File: src/rtl/chip8_ram_arbiter_pkg.sv
// Shared types and constants for the chip8_ram read-port arbiter.
// Owner tags travel alongside each in-flight RAM read.
package chip8_arb_pkg;

  localparam int unsigned TAG_W      = 2;
  localparam int unsigned DEF_ADDR_W = 12;
  localparam int unsigned DEF_DATA_W = 8;

  typedef enum logic [TAG_W-1:0] {
    TAG_NONE = 2'd0,
    TAG_VID  = 2'd1,
    TAG_REN  = 2'd2,
    TAG_CPU  = 2'd3
  } tag_e;

  // Saturating +1 for the 16-bit wait statistics.
  function automatic logic [15:0] sat_inc16(input logic [15:0] v);
    return (v == 16'hFFFF) ? v : v + 16'd1;
  endfunction

endpackage

File: src/rtl/chip8_ram_arbiter_if.sv
// Requester/RAM read bus of the chip8_ram arbiter.
// slave = arbiter side, master = requesters plus RAM side.
interface chip8_ram_arbiter_if #(
  parameter int unsigned ADDR_W = 12,
  parameter int unsigned DATA_W = 8
);

  logic              vid_req;
  logic [ADDR_W-1:0] vid_addr;
  logic              vid_gnt;
  logic              vid_rvalid;

  logic              ren_req;
  logic [ADDR_W-1:0] ren_addr;
  logic              ren_gnt;
  logic              ren_rvalid;

  logic              cpu_req;
  logic [ADDR_W-1:0] cpu_addr;
  logic              cpu_gnt;
  logic              cpu_rvalid;

  logic [DATA_W-1:0] rdata;
  logic [ADDR_W-1:0] ram_read_address;
  logic [DATA_W-1:0] ram_q;

  modport slave (
    input  vid_req, vid_addr, ren_req, ren_addr, cpu_req, cpu_addr, ram_q,
    output vid_gnt, vid_rvalid, ren_gnt, ren_rvalid, cpu_gnt, cpu_rvalid,
           rdata, ram_read_address
  );

  modport master (
    output vid_req, vid_addr, ren_req, ren_addr, cpu_req, cpu_addr, ram_q,
    input  vid_gnt, vid_rvalid, ren_gnt, ren_rvalid, cpu_gnt, cpu_rvalid,
           rdata, ram_read_address
  );

endinterface

File: src/rtl/chip8_ram_arbiter_tag_pipe.sv
// Owner-tag delay line matching the RAM read latency; the last stage
// names the requester that owns ram_q in the current cycle.
module chip8_arb_tag_pipe
  import chip8_arb_pkg::*;
#(
  parameter int unsigned RAM_LATENCY = 1
) (
  input  logic clk,
  input  logic reset,
  input  tag_e i_tag,
  output tag_e o_tag
);

  tag_e r_pipe [RAM_LATENCY];

  always_ff @(posedge clk or posedge reset) begin
    if (reset) begin
      for (int unsigned i = 0; i < RAM_LATENCY; i++) begin
        r_pipe[i] <= TAG_NONE;
      end
    end else begin
      r_pipe[0] <= i_tag;
      for (int unsigned i = 1; i < RAM_LATENCY; i++) begin
        r_pipe[i] <= r_pipe[i-1];
      end
    end
  end

  assign o_tag = r_pipe[RAM_LATENCY-1];

endmodule

File: src/rtl/chip8_ram_arbiter.sv
// Read-port arbiter for chip8_ram: vid fixed priority, ren/cpu round-robin,
// owner-tagged return path. Optional wait statistics: CHIP8_ARB_STATS_EN.
module chip8_ram_arbiter
  import chip8_arb_pkg::*;
#(
  parameter int unsigned ADDR_W      = DEF_ADDR_W,
  parameter int unsigned DATA_W      = DEF_DATA_W,
  parameter int unsigned RAM_LATENCY = 1
) (
  input  logic                clk,
  input  logic                reset,
  chip8_ram_arbiter_if.slave  bus
`ifdef CHIP8_ARB_STATS_EN
  ,
  input  logic                stats_clr,
  output logic [15:0]         cpu_wait_cnt,
  output logic [15:0]         ren_wait_cnt
`endif
);

  // r_last_rr = 1 means ren was served last, so cpu wins the next tie.
  logic              r_last_rr;
  logic [ADDR_W-1:0] r_addr;

  logic              w_vid_gnt;
  logic              w_ren_gnt;
  logic              w_cpu_gnt;
  tag_e              w_gnt_tag;
  tag_e              w_out_tag;
  logic [ADDR_W-1:0] w_gnt_addr;

  // Reset participates here so no grant can leak out while it is asserted.
  always_comb begin
    w_vid_gnt = 1'b0;
    w_ren_gnt = 1'b0;
    w_cpu_gnt = 1'b0;
    if (!reset) begin
      if (bus.vid_req) begin
        w_vid_gnt = 1'b1;
      end else if (bus.ren_req && bus.cpu_req) begin
        if (r_last_rr) w_cpu_gnt = 1'b1;
        else           w_ren_gnt = 1'b1;
      end else if (bus.ren_req) begin
        w_ren_gnt = 1'b1;
      end else if (bus.cpu_req) begin
        w_cpu_gnt = 1'b1;
      end
    end
  end

  always_comb begin
    w_gnt_tag  = TAG_NONE;
    w_gnt_addr = r_addr;
    if (w_vid_gnt) begin
      w_gnt_tag  = TAG_VID;
      w_gnt_addr = bus.vid_addr;
    end else if (w_ren_gnt) begin
      w_gnt_tag  = TAG_REN;
      w_gnt_addr = bus.ren_addr;
    end else if (w_cpu_gnt) begin
      w_gnt_tag  = TAG_CPU;
      w_gnt_addr = bus.cpu_addr;
    end
  end

  always_ff @(posedge clk or posedge reset) begin
    if (reset) begin
      r_last_rr <= 1'b0;
      r_addr    <= '0;
    end else begin
      if (w_ren_gnt)      r_last_rr <= 1'b1;
      else if (w_cpu_gnt) r_last_rr <= 1'b0;
      if (w_gnt_tag != TAG_NONE) r_addr <= w_gnt_addr;
    end
  end

  chip8_arb_tag_pipe #(
    .RAM_LATENCY (RAM_LATENCY)
  ) u_tag_pipe (
    .clk   (clk),
    .reset (reset),
    .i_tag (w_gnt_tag),
    .o_tag (w_out_tag)
  );

  assign bus.vid_gnt          = w_vid_gnt;
  assign bus.ren_gnt          = w_ren_gnt;
  assign bus.cpu_gnt          = w_cpu_gnt;
  assign bus.ram_read_address = w_gnt_addr;
  assign bus.vid_rvalid       = (w_out_tag == TAG_VID);
  assign bus.ren_rvalid       = (w_out_tag == TAG_REN);
  assign bus.cpu_rvalid       = (w_out_tag == TAG_CPU);
  assign bus.rdata            = bus.ram_q;

`ifdef CHIP8_ARB_STATS_EN
  logic [15:0] r_cpu_wait;
  logic [15:0] r_ren_wait;

  always_ff @(posedge clk or posedge reset) begin
    if (reset) begin
      r_cpu_wait <= '0;
      r_ren_wait <= '0;
    end else if (stats_clr) begin
      r_cpu_wait <= '0;
      r_ren_wait <= '0;
    end else begin
      if (bus.cpu_req && !w_cpu_gnt) r_cpu_wait <= sat_inc16(r_cpu_wait);
      if (bus.ren_req && !w_ren_gnt) r_ren_wait <= sat_inc16(r_ren_wait);
    end
  end

  assign cpu_wait_cnt = r_cpu_wait;
  assign ren_wait_cnt = r_ren_wait;
`endif

endmodule
File: src/flat_wrapper.sv
// flat-port wrapper written by rule: the top's interface ports become plain ports
module chip8_ram_arbiter_flat import chip8_arb_pkg::*;
#(
  parameter int unsigned ADDR_W      = DEF_ADDR_W,
  parameter int unsigned DATA_W      = DEF_DATA_W,
  parameter int unsigned RAM_LATENCY = 1
)
  (clk, reset, bus_vid_req, bus_vid_addr, bus_ren_req, bus_ren_addr, bus_cpu_req, bus_cpu_addr, bus_ram_q, bus_vid_gnt, bus_vid_rvalid, bus_ren_gnt, bus_ren_rvalid, bus_cpu_gnt, bus_cpu_rvalid, bus_rdata, bus_ram_read_address);
  chip8_ram_arbiter_if #(.ADDR_W(ADDR_W), .DATA_W(DATA_W)) bus_i ();
  input  logic clk;
  input  logic reset;
  input wire logic [$bits(bus_i.vid_req)-1:0] bus_vid_req;
  input wire logic [$bits(bus_i.vid_addr)-1:0] bus_vid_addr;
  input wire logic [$bits(bus_i.ren_req)-1:0] bus_ren_req;
  input wire logic [$bits(bus_i.ren_addr)-1:0] bus_ren_addr;
  input wire logic [$bits(bus_i.cpu_req)-1:0] bus_cpu_req;
  input wire logic [$bits(bus_i.cpu_addr)-1:0] bus_cpu_addr;
  input wire logic [$bits(bus_i.ram_q)-1:0] bus_ram_q;
  output wire logic [$bits(bus_i.vid_gnt)-1:0] bus_vid_gnt;
  output wire logic [$bits(bus_i.vid_rvalid)-1:0] bus_vid_rvalid;
  output wire logic [$bits(bus_i.ren_gnt)-1:0] bus_ren_gnt;
  output wire logic [$bits(bus_i.ren_rvalid)-1:0] bus_ren_rvalid;
  output wire logic [$bits(bus_i.cpu_gnt)-1:0] bus_cpu_gnt;
  output wire logic [$bits(bus_i.cpu_rvalid)-1:0] bus_cpu_rvalid;
  output wire logic [$bits(bus_i.rdata)-1:0] bus_rdata;
  output wire logic [$bits(bus_i.ram_read_address)-1:0] bus_ram_read_address;
  assign bus_i.vid_req = bus_vid_req;
  assign bus_i.vid_addr = bus_vid_addr;
  assign bus_i.ren_req = bus_ren_req;
  assign bus_i.ren_addr = bus_ren_addr;
  assign bus_i.cpu_req = bus_cpu_req;
  assign bus_i.cpu_addr = bus_cpu_addr;
  assign bus_i.ram_q = bus_ram_q;
  assign bus_vid_gnt = bus_i.vid_gnt;
  assign bus_vid_rvalid = bus_i.vid_rvalid;
  assign bus_ren_gnt = bus_i.ren_gnt;
  assign bus_ren_rvalid = bus_i.ren_rvalid;
  assign bus_cpu_gnt = bus_i.cpu_gnt;
  assign bus_cpu_rvalid = bus_i.cpu_rvalid;
  assign bus_rdata = bus_i.rdata;
  assign bus_ram_read_address = bus_i.ram_read_address;
  chip8_ram_arbiter #(.ADDR_W(ADDR_W), .DATA_W(DATA_W), .RAM_LATENCY(RAM_LATENCY)) u_core (.clk(clk), .reset(reset), .bus(bus_i));
endmodule
File: config.mk
export PLATFORM = sky130hd
export DESIGN_NAME = chip8_ram_arbiter_flat
export DESIGN_NICKNAME = d
export VERILOG_FILES = /design/src/rtl/chip8_ram_arbiter_pkg.sv /design/src/rtl/chip8_ram_arbiter_if.sv /design/src/rtl/chip8_ram_arbiter_tag_pipe.sv /design/src/rtl/chip8_ram_arbiter.sv /design/src/flat_wrapper.sv
export SDC_FILE = /design/constraint.sdc
export NUM_CORES = 1
export LEC_CHECK = 0
export CORE_ASPECT_RATIO = 0.7
export CORE_MARGIN = 8
export CORE_UTILIZATION = 33
export CTS_CLUSTER_SIZE = 28
export DETAILED_ROUTE_END_ITERATION = 10
export PLACE_DENSITY = 0.86
export SYNTH_ARGS = -nofsm -noshare
export SYNTH_HDL_FRONTEND = slang
export SYNTH_SLANG_ARGS = --single-unit
export TNS_END_PERCENT = 5
File: constraint.sdc
create_clock -name clk -period 1.8 [get_ports clk]
set_clock_uncertainty 0.05 [all_clocks]
set_input_delay 0.45 -clock clk [delete_from_list [all_inputs] [get_ports clk]]
set_output_delay 0.45 -clock clk [all_outputs]
set_load 0.03 [all_outputs]
==> results.py <==
metrics = {
    "route": {
        "vias": 1289,
        "viasPerCell": 5.78,
        "drt_wl_total_mm": 4.75,
        "drtIter0Drc": 72,
        "post_drt_wl_per_cell_um": 21.3,
        "first_pass_iters": 4,
        "final_antenna_net_count": 0,
        "drc": 0,
    },
    "timing": {
        "min_period_over_period_pct": 113,
        "slew_headroom_pct": 74.0,
        "grt_setup_unrepaired": "yes",
        "layout_min_cycle_time_ps": 2040,
        "setup_slack_ps": -243,
        "drv_slew": 0,
        "finalSetupViolCount": 13,
        "fmax_mhz": 490,
        "worstMarginPinSlew_ps": 386,
        "hold_violations": 0,
    },
    "place": {
        "place_inst": 215,
        "port_buffers": 58,
        "dpl-instance-area_mm2": 0.00167,
        "dp_hpwl_mm": 2.91,
        "place_congestion": 0.927,
    },
    "cells_and_area": {
        "syn_to_final_growth_pct": 129,
        "fin_area_mm2": 0.00217,
        "postLayoutCoreUtil_pct": 78.4,
        "diodes": 0,
        "layout.nets": 237,
        "final_cells": 223,
        "fillers": 150,
        "drive_gt1_share_pct": 53.5,
    },
    "flow_run": {
        "maxCapViolCount": 0,
    },
    "synth": {
        "synthFlopType": "dfrtp_1",
        "synth_warnings": 0,
        "synth_cell_types": 21,
        "synth_area_per_cell_um2": 8.67,
        "syn-num-nets": 158,
        "synth.ff_latch_count": 15,
        "yosysSeqAreaShare_pct": 39.7,
        "synthCells": 109,
        "synth-async-reset-ratio_pct": 100,
        "netlist_area_um2": 945,
        "yosys.area.top_type": "dfrtp_1",
        "yosysMostFrequentCell": "nand3_1",
        "yosysTopAreaCellShare_pct": 39.7,
        "synth_common_cells": "nand3_1 (35), dfrtp_1 (15), o21ai_0 (12)",
        "synth_edf_count": 0,
        "synthTopCellsByArea": "dfrtp_1 (40%), nand3_1 (19%), a32oi_1 (9.3%), buf_4 (7.2%), o21ai_0 (6.4%)",
    },
    "min_path": {
        "hold_path.class": "input pin to async pin",
    },
    "worst_setup_path": {
        "cp_num_buf_inv": 3,
        "cp.required_ps": 1300,
        "critPathLaunch": "u_core.r_last_rr",
        "endpoint_kind": "output port",
        "path_class": "flop to output port",
        "path_common_cell": "buf_6",
        "rrSetupSlack_ps": 360,
        "crit_path_start_kind": "flop",
        "cp_cell_sequence": "buf_6 > a21boi_4 > buf_6 > and2_1 > buf_6",
        "critPathMaxStageDelay_ps": 410,
        "cp.arrival_ps": 1540,
        "rr_worst_depth": 6,
        "path_delay_family": "buffers and inverters",
        "timing.critical_path.to": "bus_ren_gnt",
        "slowest_stage": "dfrtp_1",
        "worst-path-stages": 5,
        "cp_max_fo": 6,
        "r2r_start": "u_core.r_last_rr",
        "r2r-end": "u_core.r_addr[2]",
    },
    "floorplan": {
        "io-pin-count": 75,
        "initial_core_util_pct": 34.2,
        "die_area_mm2": 0.00486,
        "fp.dieW_um": 80.0,
        "fp-row-count": 16,
        "dieHeight_um": 60.8,
        "coreArea_mm2": 0.00276,
    },
    "pwr": {
        "p_leak_uw": 0.000921,
        "p_per_area_mw_per_mm2": 618,
        "ir_drop_uv": 389,
    },
    "clock_network": {
        "cts.reportedPaths.clkPinSlew_ps": 70,
        "cts_max_level": 1,
        "cts.sinks": 15,
        "clk_latency_ps": 250,
        "hold_buffers": 0,
        "clock_tree.buffer_depth": 2,
        "cts_made_buffers": 3,
        "cts_tree": "done",
        "root_buffer": "clkbuf_8",
    },
    "outcome": {
        "violations": "negative setup slack",
        "status": "complete, but fails checks",
    },
    "grt": {
        "antenna_found_initial": 0,
        "grt_overflow_total": 0,
        "track_usage_pct": 17.0,
        "grt_pass1_vias": 1369,
        "grt_pass1_wl_mm": 6.53,
        "grt_max_degree": 16,
    },
}
## power by group
part | leakage (µW) | switching, µW | internal, µW
Clock | 0.0000255 | 140 | 154
Combinational | 0.000712 | 337 | 310
Sequential | 0.000184 | 17.8 | 381
Total | 0.000921 | 494 | 846
## placed cells by master (no fill, tap or decap), drive strengths merged, types with 2 or more instances in the layout
master | synthesis | final
clkdlybuf4s50 | 0 | 36
nor2b | 2 | 2
a32oi | 11 | 11
nand2b | 3 | 3
inv | 3 | 2
dfrtp | 15 | 15
nor2 | 3 | 3
a41oi | 2 | 2
and2 | 3 | 3
o21ai | 12 | 12
buf | 12 | 49
dlygate4sd2 | 0 | 3
clkbuf | 3 | 4
nand3 | 35 | 35
nor3 | 2 | 2
## worst reg2reg max path, stage by stage, from the launching register on
cell	delay (ps)
dfrtp_1	410
nand2b_4	170
buf_6	150
a32oi_2	210
buf_4	150
buf_4	90
nand3_1	70
## stage by stage
step | setup TNS (ps) | hold slack, ps | power [µW] | setup slack [ps]
after floorplan | 0 | 225 | 659 | 21.3
after global placement | -7590 | 445 | 865 | -512
after detailed placement | -8660 | 457 | 879 | -548
after CTS | -2460 | 398 | 1220 | -206
after global routing | -3280 | 375 | 1380 | -280
final | -2830 | 344 | 1340 | -243
## flip-flops by register name, summed over array words and instances (netlist names)
register                 flops
u_core.r_addr               12
u_core.u_tag_pipe.o_tag      2
u_core.r_last_rr             1
## metal layers
metal | global-route usage, % | vias to the layer above | part of all wire (%)
li1 | - | 560 | -
met1 | 17.6 | 634 | 39
met2 | 32.5 | 75 | 51
met3 | 3.55 | 20 | 6.5
met4 | 7.73 | 0 | 3.1
met5 | 0 | - | 0
## cell type report
class                   instances  area, µm²  area share [%]
well taps                      36       45.0            2.08
clock inverters                 1       5.00           0.231
flip-flops and latches         15        375            17.3
clock buffers                   3       41.3            1.91
inverters                       3       17.5           0.808
multi-input cells              76        812            37.5
repair buffers                 89        871            40.2
## repair_timing
item	4_1_cts	5_1_grt
endpoints found under the setup margin	18	14
resized for setup	60	52
setup buffers	2	0
gates cloned	2	0
pin swaps	5	10
## cell families after synthesis
logic type	synth area share (%)
and+or+nand+nor	27.7
AOI/OAI and AO/OA	20.8
buffers and inverters	11.8
DFF	39.7
## worst min path at each step
| stage | end | cells past startpoint |
|---|---|---|
| finish | u_core.r_addr[7] | 4 |
| global route | u_core.r_addr[11] | 4 |
| CTS | u_core.r_addr[10] | 4 |
| detailed placement | u_core.r_addr[5] | 2 |
| global placement | u_core.r_addr[1] | 2 |
| floorplan | u_core.r_addr[0] | 1 |
Note: power is estimated with default switching activity, not from simulation.
